--- config.mk ---
export PLATFORM = sky130hd
export DESIGN_NAME = sva_seq_impl_monitor
export DESIGN_NICKNAME = d
export VERILOG_FILES = /design/src/rtl/sva_seq_impl_monitor.sv
export SDC_FILE = /design/constraint.sdc
export NUM_CORES = 1
export LEC_CHECK = 0
export CORE_MARGIN = 1
export CORE_UTILIZATION = 55
export CTS_CLUSTER_SIZE = 8
export DETAILED_ROUTE_END_ITERATION = 8
export PLACE_DENSITY = 0.86
export SLEW_MARGIN = 25
export SYNTH_ARGS = -nofsm -noshare
export SYNTH_HDL_FRONTEND = slang
export SYNTH_SLANG_ARGS = --single-unit
export TNS_END_PERCENT = 1
--- constraint.sdc ---
create_clock -name clk -period 12.5 [get_ports clk]
set_clock_uncertainty 0.05 [all_clocks]
set_input_delay 1.25 -clock clk [delete_from_list [all_inputs] [get_ports clk]]
set_output_delay 1.25 -clock clk [all_outputs]
set_load 0.05 [all_outputs]
--- src/rtl/sva_seq_impl_monitor.sv ---
// Multi-channel synthesizable checker for "a ##DELAY b |-> ##CONS_DELAY c".
// Reports pass/fail pulses, saturating counters, sticky errors and the first failure stamp.
module sva_seq_impl_monitor #(
    parameter int NUM_CH     = 4,
    parameter int DELAY      = 1,
    parameter int CONS_DELAY = 0,
    parameter int CNT_W      = 16,
    parameter int TS_W       = 32,
    localparam int CH_W      = ($clog2(NUM_CH) > 0) ? $clog2(NUM_CH) : 1
) (
    input  logic                    clk,
    input  logic                    rst,
    input  logic                    en,
    input  logic                    clr,
    input  logic [NUM_CH-1:0]       a,
    input  logic [NUM_CH-1:0]       b,
    input  logic [NUM_CH-1:0]       c,
    output logic [NUM_CH-1:0]       pass,
    output logic [NUM_CH-1:0]       fail,
    output logic [NUM_CH*CNT_W-1:0] pass_cnt,
    output logic [NUM_CH*CNT_W-1:0] fail_cnt,
    output logic [NUM_CH-1:0]       err_sticky,
    output logic                    any_err,
    output logic [CH_W-1:0]         first_fail_ch,
    output logic [TS_W-1:0]         first_fail_cyc,
    output logic [TS_W-1:0]         cyc_cnt
);

    if (DELAY < 1) begin : g_bad_delay
        $fatal(1, "sva_seq_impl_monitor: DELAY must be >= 1");
    end
    if (CONS_DELAY < 0) begin : g_bad_cons
        $fatal(1, "sva_seq_impl_monitor: CONS_DELAY must be >= 0");
    end

    // Match pipeline is at least 1 bit wide; it is unused when the implication is overlapping.
    localparam int MW = (CONS_DELAY > 0) ? CONS_DELAY : 1;

    logic [DELAY-1:0]  start_pipe [NUM_CH];
    logic [MW-1:0]     match_pipe [NUM_CH];
    logic [NUM_CH-1:0] match_now;
    logic [NUM_CH-1:0] done_now;
    logic [NUM_CH-1:0] pass_now;
    logic [NUM_CH-1:0] fail_now;
    logic [CH_W-1:0]   first_idx;

    always_comb begin
        match_now = '0;
        done_now  = '0;
        for (int i = 0; i < NUM_CH; i++) begin
            match_now[i] = start_pipe[i][DELAY-1] & b[i];
            done_now[i]  = (CONS_DELAY == 0) ? match_now[i] : match_pipe[i][MW-1];
        end
        pass_now = done_now & c;
        fail_now = done_now & ~c;
    end

    // Descending scan so the lowest failing channel is the one left standing.
    always_comb begin
        first_idx = '0;
        for (int i = NUM_CH - 1; i >= 0; i--) begin
            if (fail_now[i]) first_idx = CH_W'(i);
        end
    end

    assign any_err = |err_sticky;

    always_ff @(posedge clk or posedge rst) begin
        if (rst) begin
            start_pipe     <= '{default: '0};
            match_pipe     <= '{default: '0};
            pass           <= '0;
            fail           <= '0;
            pass_cnt       <= '0;
            fail_cnt       <= '0;
            err_sticky     <= '0;
            first_fail_ch  <= '0;
            first_fail_cyc <= '0;
            cyc_cnt        <= '0;
        end else if (clr) begin
            start_pipe     <= '{default: '0};
            match_pipe     <= '{default: '0};
            pass           <= '0;
            fail           <= '0;
            pass_cnt       <= '0;
            fail_cnt       <= '0;
            err_sticky     <= '0;
            first_fail_ch  <= '0;
            first_fail_cyc <= '0;
            cyc_cnt        <= '0;
        end else begin
            cyc_cnt <= cyc_cnt + TS_W'(1);
            pass    <= pass_now;
            fail    <= fail_now;
            for (int i = 0; i < NUM_CH; i++) begin
                for (int k = DELAY - 1; k > 0; k--) begin
                    start_pipe[i][k] <= start_pipe[i][k-1];
                end
                start_pipe[i][0] <= en & a[i];
                if (CONS_DELAY > 0) begin
                    for (int k = MW - 1; k > 0; k--) begin
                        match_pipe[i][k] <= match_pipe[i][k-1];
                    end
                    match_pipe[i][0] <= match_now[i];
                end
                if (pass_now[i] && (pass_cnt[i*CNT_W +: CNT_W] != {CNT_W{1'b1}})) begin
                    pass_cnt[i*CNT_W +: CNT_W] <= pass_cnt[i*CNT_W +: CNT_W] + CNT_W'(1);
                end
                if (fail_now[i] && (fail_cnt[i*CNT_W +: CNT_W] != {CNT_W{1'b1}})) begin
                    fail_cnt[i*CNT_W +: CNT_W] <= fail_cnt[i*CNT_W +: CNT_W] + CNT_W'(1);
                end
                if (fail_now[i]) err_sticky[i] <= 1'b1;
            end
            if (!any_err && (|fail_now)) begin
                first_fail_ch  <= first_idx;
                first_fail_cyc <= cyc_cnt;
            end
        end
    end

endmodule

Word level (Yosys, flattened, before mapping)
Cells that the tools add are included.

$add $sub $neg: 9. Muxes and demuxes: 27. Equal/unequal tests: 8. Reduce and logical (&&, ||, !) cells: 25. Bitwise gates (word level): 11.

Operator list (number): 16-bit by 1-bit adder with 16-bit output, second input constant (8); 16-bit 2-to-1 mux (8); 64-bit 2-to-1 mux (2); 16-bit inequality test, second input constant (8); 32-bit 2-to-1 mux (3); 32-bit by 1-bit adder with 32-bit output, second input constant (1); 2-bit nonzero test (13); 4-bit 2-to-1 mux (4); 2-bit 2-to-1 mux (6); 1-bit logical AND (9); 1-bit bitwise AND (8); 4-bit bitwise AND (2); 4-bit OR reduction (2); 1-bit 2-to-1 mux (4); 4-bit inverter (1); 1-bit logical NOT (1).

Bits in registers: 210. Input bits: 16. Word-level logic and storage cells: 101. Output and inout port bits: 207.

Depth between registers and ports, before layout
Depth after elaboration: 8. Mapped depth: 8.

Worst setup path before layout
Ideal clock, no wire load.

Path type: input port to flip-flop. Start point: input port c[0]. End point: register first_fail_cyc[31]. Cell stages on the path: 8. Slack: 9.927 ns. Data arrival time: 2.390 ns. Buffers on the path: 3. Setup time: 0.133 ns. Cell sequence: and3b_1 clkbuf_1 nor3_1 a31o_2 buf_2 buf_2 nand2_1 o31ai_1.

Word-level cells in the longest chain between the ends: 5.

Ends and longest elaborated chain: start: declaration (line 17) `input logic [NUM_CH-1:0] c,`; 4-bit inverter (line 55) `fail_now = done_now & ~c;`; 4-bit bitwise AND (line 55); 4-bit OR reduction (line 114) `if (!any_err && (|fail_now)) begin`; 1-bit logical AND (line 114); 2-bit nonzero test (no line); end signal: assignment (line 116) `first_fail_cyc <= cyc_cnt;`; end: declaration (line 25) `output logic [TS_W-1:0] first_fail_cyc,`.

No other way between the ends. A chain may end at the register's enable or synchronous reset.

Worst setup path in the final report
Start point: register err_sticky[1]. End point: output port any_err.

Word-level cells in the longest chain between the ends: 1.

Ends and longest elaborated chain: start: declaration (line 22) `output logic [NUM_CH-1:0] err_sticky,`; start signal: assignment (line 76) `err_sticky <= '0;`; start signal: assignment (line 87) `err_sticky <= '0;`; start signal: indexed assignment (line 112) `if (fail_now[i]) err_sticky[i] <= 1'b1;`; 4-bit OR reduction (line 66) `assign any_err = |err_sticky;`; end: declaration (line 23) `output logic any_err,`.

No other way between the ends.

==> impl_metrics.env <==
export IMPL_synth_top_area_cell="dfrtp_1"
export IMPL_cts_resized_gates=0
export IMPL_slowest_delay_ns=0.75
export IMPL_first_pass_iters=9
export IMPL_grt_pass1_vias=8265
export IMPL_post_cts_buffers=0
export IMPL_syn_nets=1105
export IMPL_fin_cells=1517
export IMPL_insertion_delay_ns=0.53
export IMPL_num_antenna_cells=0
export IMPL_antenna_found_initial=0
export IMPL_whs_ns=0.425
export IMPL_p_sw_w=0.000323
export IMPL_switching_share=0.222
export IMPL_synth_cells=1080
export IMPL_path_cells="or4_4, clkdlybuf4s50_1"
export IMPL_peakVddDrop_v=0.000107
export IMPL_viasPerCell=5.81
export IMPL_grt_met1_usage=0.366
export IMPL_fin_area_um2=13500
export IMPL_max_freq_mhz=285
export IMPL_grt_overflow=0
export IMPL_hold_buffers=0
export IMPL_clk_pin_slew_ns=0.05
export IMPL_hp_class="flop to flop"
export IMPL_hpwl_mm=16.9
export IMPL_wl_per_cell_um=16.8
export IMPL_maxCapViolations=0
export IMPL_core_um2=18200
export IMPL_p_leak_nw=5.33
export IMPL_final_setup_viol_count=0
export IMPL_synth_warnings=0
export IMPL_cpLargestDelayFamily="buffers and inverters"
export IMPL_synth_most_common_cell="dfrtp_1"
export IMPL_clockBufferDepth=3
export IMPL_criticalPathCategory="flop to primary output"
export IMPL_hold_violations=0
export IMPL_die_x_um=139
export IMPL_final_nets=1313
export IMPL_wl_mm=25.5
export IMPL_status="complete, but fails checks"
export IMPL_synth_ff_type="dfrtp_1"
export IMPL_portBuffers=222
export IMPL_synth_adder_area_share=0.0109
export IMPL_grt_busiest_layer="met2"
export IMPL_p_per_area_nw_per_um2=108
export IMPL_synth_cell_types=53
export IMPL_use_met3=0.0551
export IMPL_drive_gt1_frac=0.0419
export IMPL_pin_count=223
export IMPL_synthTopCellsByCount="dfrtp_1 (210), nor2_1 (157), xnor2_1 (93)"
export IMPL_power_frac_comb=0.044
export IMPL_dp_slack_ns=8.71
export IMPL_end_kind="primary output"
export IMPL_cp_max_fo=3
export IMPL_placedInstanceArea_um2=12700
export IMPL_synthXorXnorAreaFrac=0.103
export IMPL_cp_num_buf_inv=1
export IMPL_startpoint_type="flop"
export IMPL_grtUsageTotal=0.264
export IMPL_placedCellCount=1485
export IMPL_cp_required_ns=11.20
export IMPL_root_buffer="clkbuf_16"
export IMPL_ys_ff_latch=210
export IMPL_ant_nets=0
export IMPL_synth_mux_area_fraction=0.0126
export IMPL_violations="DRC"
export IMPL_avgSynthCellArea_um2=9.59
export IMPL_reg2regPathDepth=6
export IMPL_synth_simple_area_share=0.267
export IMPL_cts_tree="built"
export IMPL_synth_compound_area_frac=0.0728
export IMPL_grtUsageMet2=0.415
export IMPL_worst_path_max_delay_cell="clkdlybuf4s50_1"
export IMPL_detail_route_drc_violations=15
export IMPL_floorplan_initialDensity=0.569
export IMPL_yosys_top_cells_area="dfrtp_1 (51%), xnor2_1 (7.9%), nor2_1 (5.7%)"
export IMPL_drt_iter0_drc=697
export IMPL_finalWorstSetupSlack_ns=9.00
export IMPL_rsz0062_at_grt="no"
export IMPL_async_reset_ff_frac=1.00
export IMPL_tightest_slew_ns=0.954
export IMPL_clock_sinks=210
export IMPL_power_frac_clock=0.482
export IMPL_holdPathStages=2
export IMPL_synth_edff_count=0
export IMPL_htreeDepth=1
export IMPL_slew_headroom=0.364
export IMPL_grt_pass1_wl_mm=42.1
export IMPL_grt_max_degree=129
export IMPL_netlist_area_um2=10400
export IMPL_cp_depth=2
export IMPL_syn2layout_area_growth_pct=30.1
export IMPL_finalSetupTns_ns=0
export IMPL_gp_congestion=0.884
export IMPL_synth_top_family_by_area="simple AND/OR/NAND/NOR gates"
export IMPL_intPower_w=0.00113
export IMPL_power_frac_seq=0.474
export IMPL_num_rows=49
export IMPL_cp_arrival_ns=2.20
export IMPL_synth_top_area_share=0.507
export IMPL_ys_seq_area_frac=0.507
export IMPL_slew_viol_final=0
export IMPL_dr_total_vias=8816
export IMPL_dieArea_um2=19400
export IMPL_cts_buffers=30
export IMPL_die_h_um=139
export IMPL_post_route_min_period_ns=3.50
export IMPL_period_share=0.280
==> power by group through the flow <==
stage / sequential, W / combinational, W / clock (W)
global placement: 0.000699 / 0.0000629 / 0
global route: 0.000688 / 0.0000700 / 0.000739
detailed placement: 0.000700 / 0.0000642 / 0
floorplan: 0.000709 / 0.0000332 / 0
finish: 0.000689 / 0.0000635 / 0.000701
CTS: 0.000689 / 0.0000644 / 0.000712
==> cells by family after synthesis <==
kind of cell	after synthesis
and+or+nand+nor	530
DFF	210
AOI/OAI and AO/OA	129
xor gates and xnor gates	122
buffers and inverters	67
muxes	13
adders and majority gates	9
==> sequential cells by signal (all words and copies together) (netlist names) <==
name / cells
pass_cnt: 64
start_pipe: 4
first_fail_ch: 2
first_fail_cyc: 32
err_sticky: 4
fail_cnt: 64
cyc_cnt: 32
fail: 4
pass: 4
==> final timing paths <==
kind	start	to	slack, ns
max	err_sticky[1]	any_err	9.00
min	first_fail_cyc[24]	first_fail_cyc[24]	0.42
max reg2reg	fail_cnt[17]	fail_cnt[21]	10.20
min reg2reg	first_fail_cyc[24]	first_fail_cyc[24]	0.42
max in group asynchronous	rst	fail_cnt[8]	9.92
min in group asynchronous	rst	fail_cnt[25]	1.21
==> area by class of cell <==
type / instances / area (µm²)
sequential: 210 / 5260
tap: 229 / 287
clock buffer: 31 / 776
fill: 1275 / 4720
timing repair buffer: 224 / 2240
inverter: 19 / 78.8
multi-input combinational: 803 / 4840
clock inverter: 1 / 8.76
==> layout by cell type, fill, tap and decap left out, types with 7 or more instances in the layout <==
| cell type | synthesis | layout |
|---|---|---|
| a211oi_1 | 12 | 12 |
| a21oi_1 | 31 | 31 |
| and2_1 | 8 | 8 |
| and3_1 | 24 | 24 |
| and4_1 | 13 | 13 |
| clkbuf_16 | 0 | 31 |
| clkdlybuf4s50_1 | 0 | 221 |
| dfrtp_1 | 210 | 210 |
| ha_1 | 9 | 9 |
| inv_1 | 19 | 18 |
| mux2i_1 | 13 | 13 |
| nand2_1 | 79 | 79 |
| nand2b_1 | 31 | 31 |
| nand3_1 | 51 | 51 |
| nand4_1 | 42 | 42 |
| nor2_1 | 157 | 157 |
| nor3_1 | 49 | 49 |
| nor3b_1 | 7 | 7 |
| nor4_1 | 24 | 24 |
| o21ai_0 | 57 | 57 |
| or3_1 | 8 | 8 |
| xnor2_1 | 93 | 93 |
| xor2_1 | 29 | 29 |
==> worst min-delay path, cell delays in order (launching register included) <==
cell	delay, ns
dfrtp_1	0.33
nand2_1	0.05
o21ai_0	0.06
==> metrics by stage <==
| stage | util | power [W] |
|---|---|---|
| 2_1_floorplan | - | 0.000742 |
| 3_3_place_gp | 0.697 | 0.000762 |
| 3_5_place_dp | 0.697 | 0.000764 |
| 4_1_cts | 0.740 | 0.00146 |
| 5_1_grt | 0.741 | 0.00150 |
| 6_report | 0.741 | 0.00145 |
==> metal layers <==
layer / part of all wire / up-vias / routed length, µm
li1: - / 4192 / -
met5: 0 / - / 0
met2: 0.47 / 317 / 12000
met1: 0.43 / 4257 / 11000
met3: 0.072 / 50 / 1830
met4: 0.027 / 0 / 688
Power figures use the tool's default switching activity.
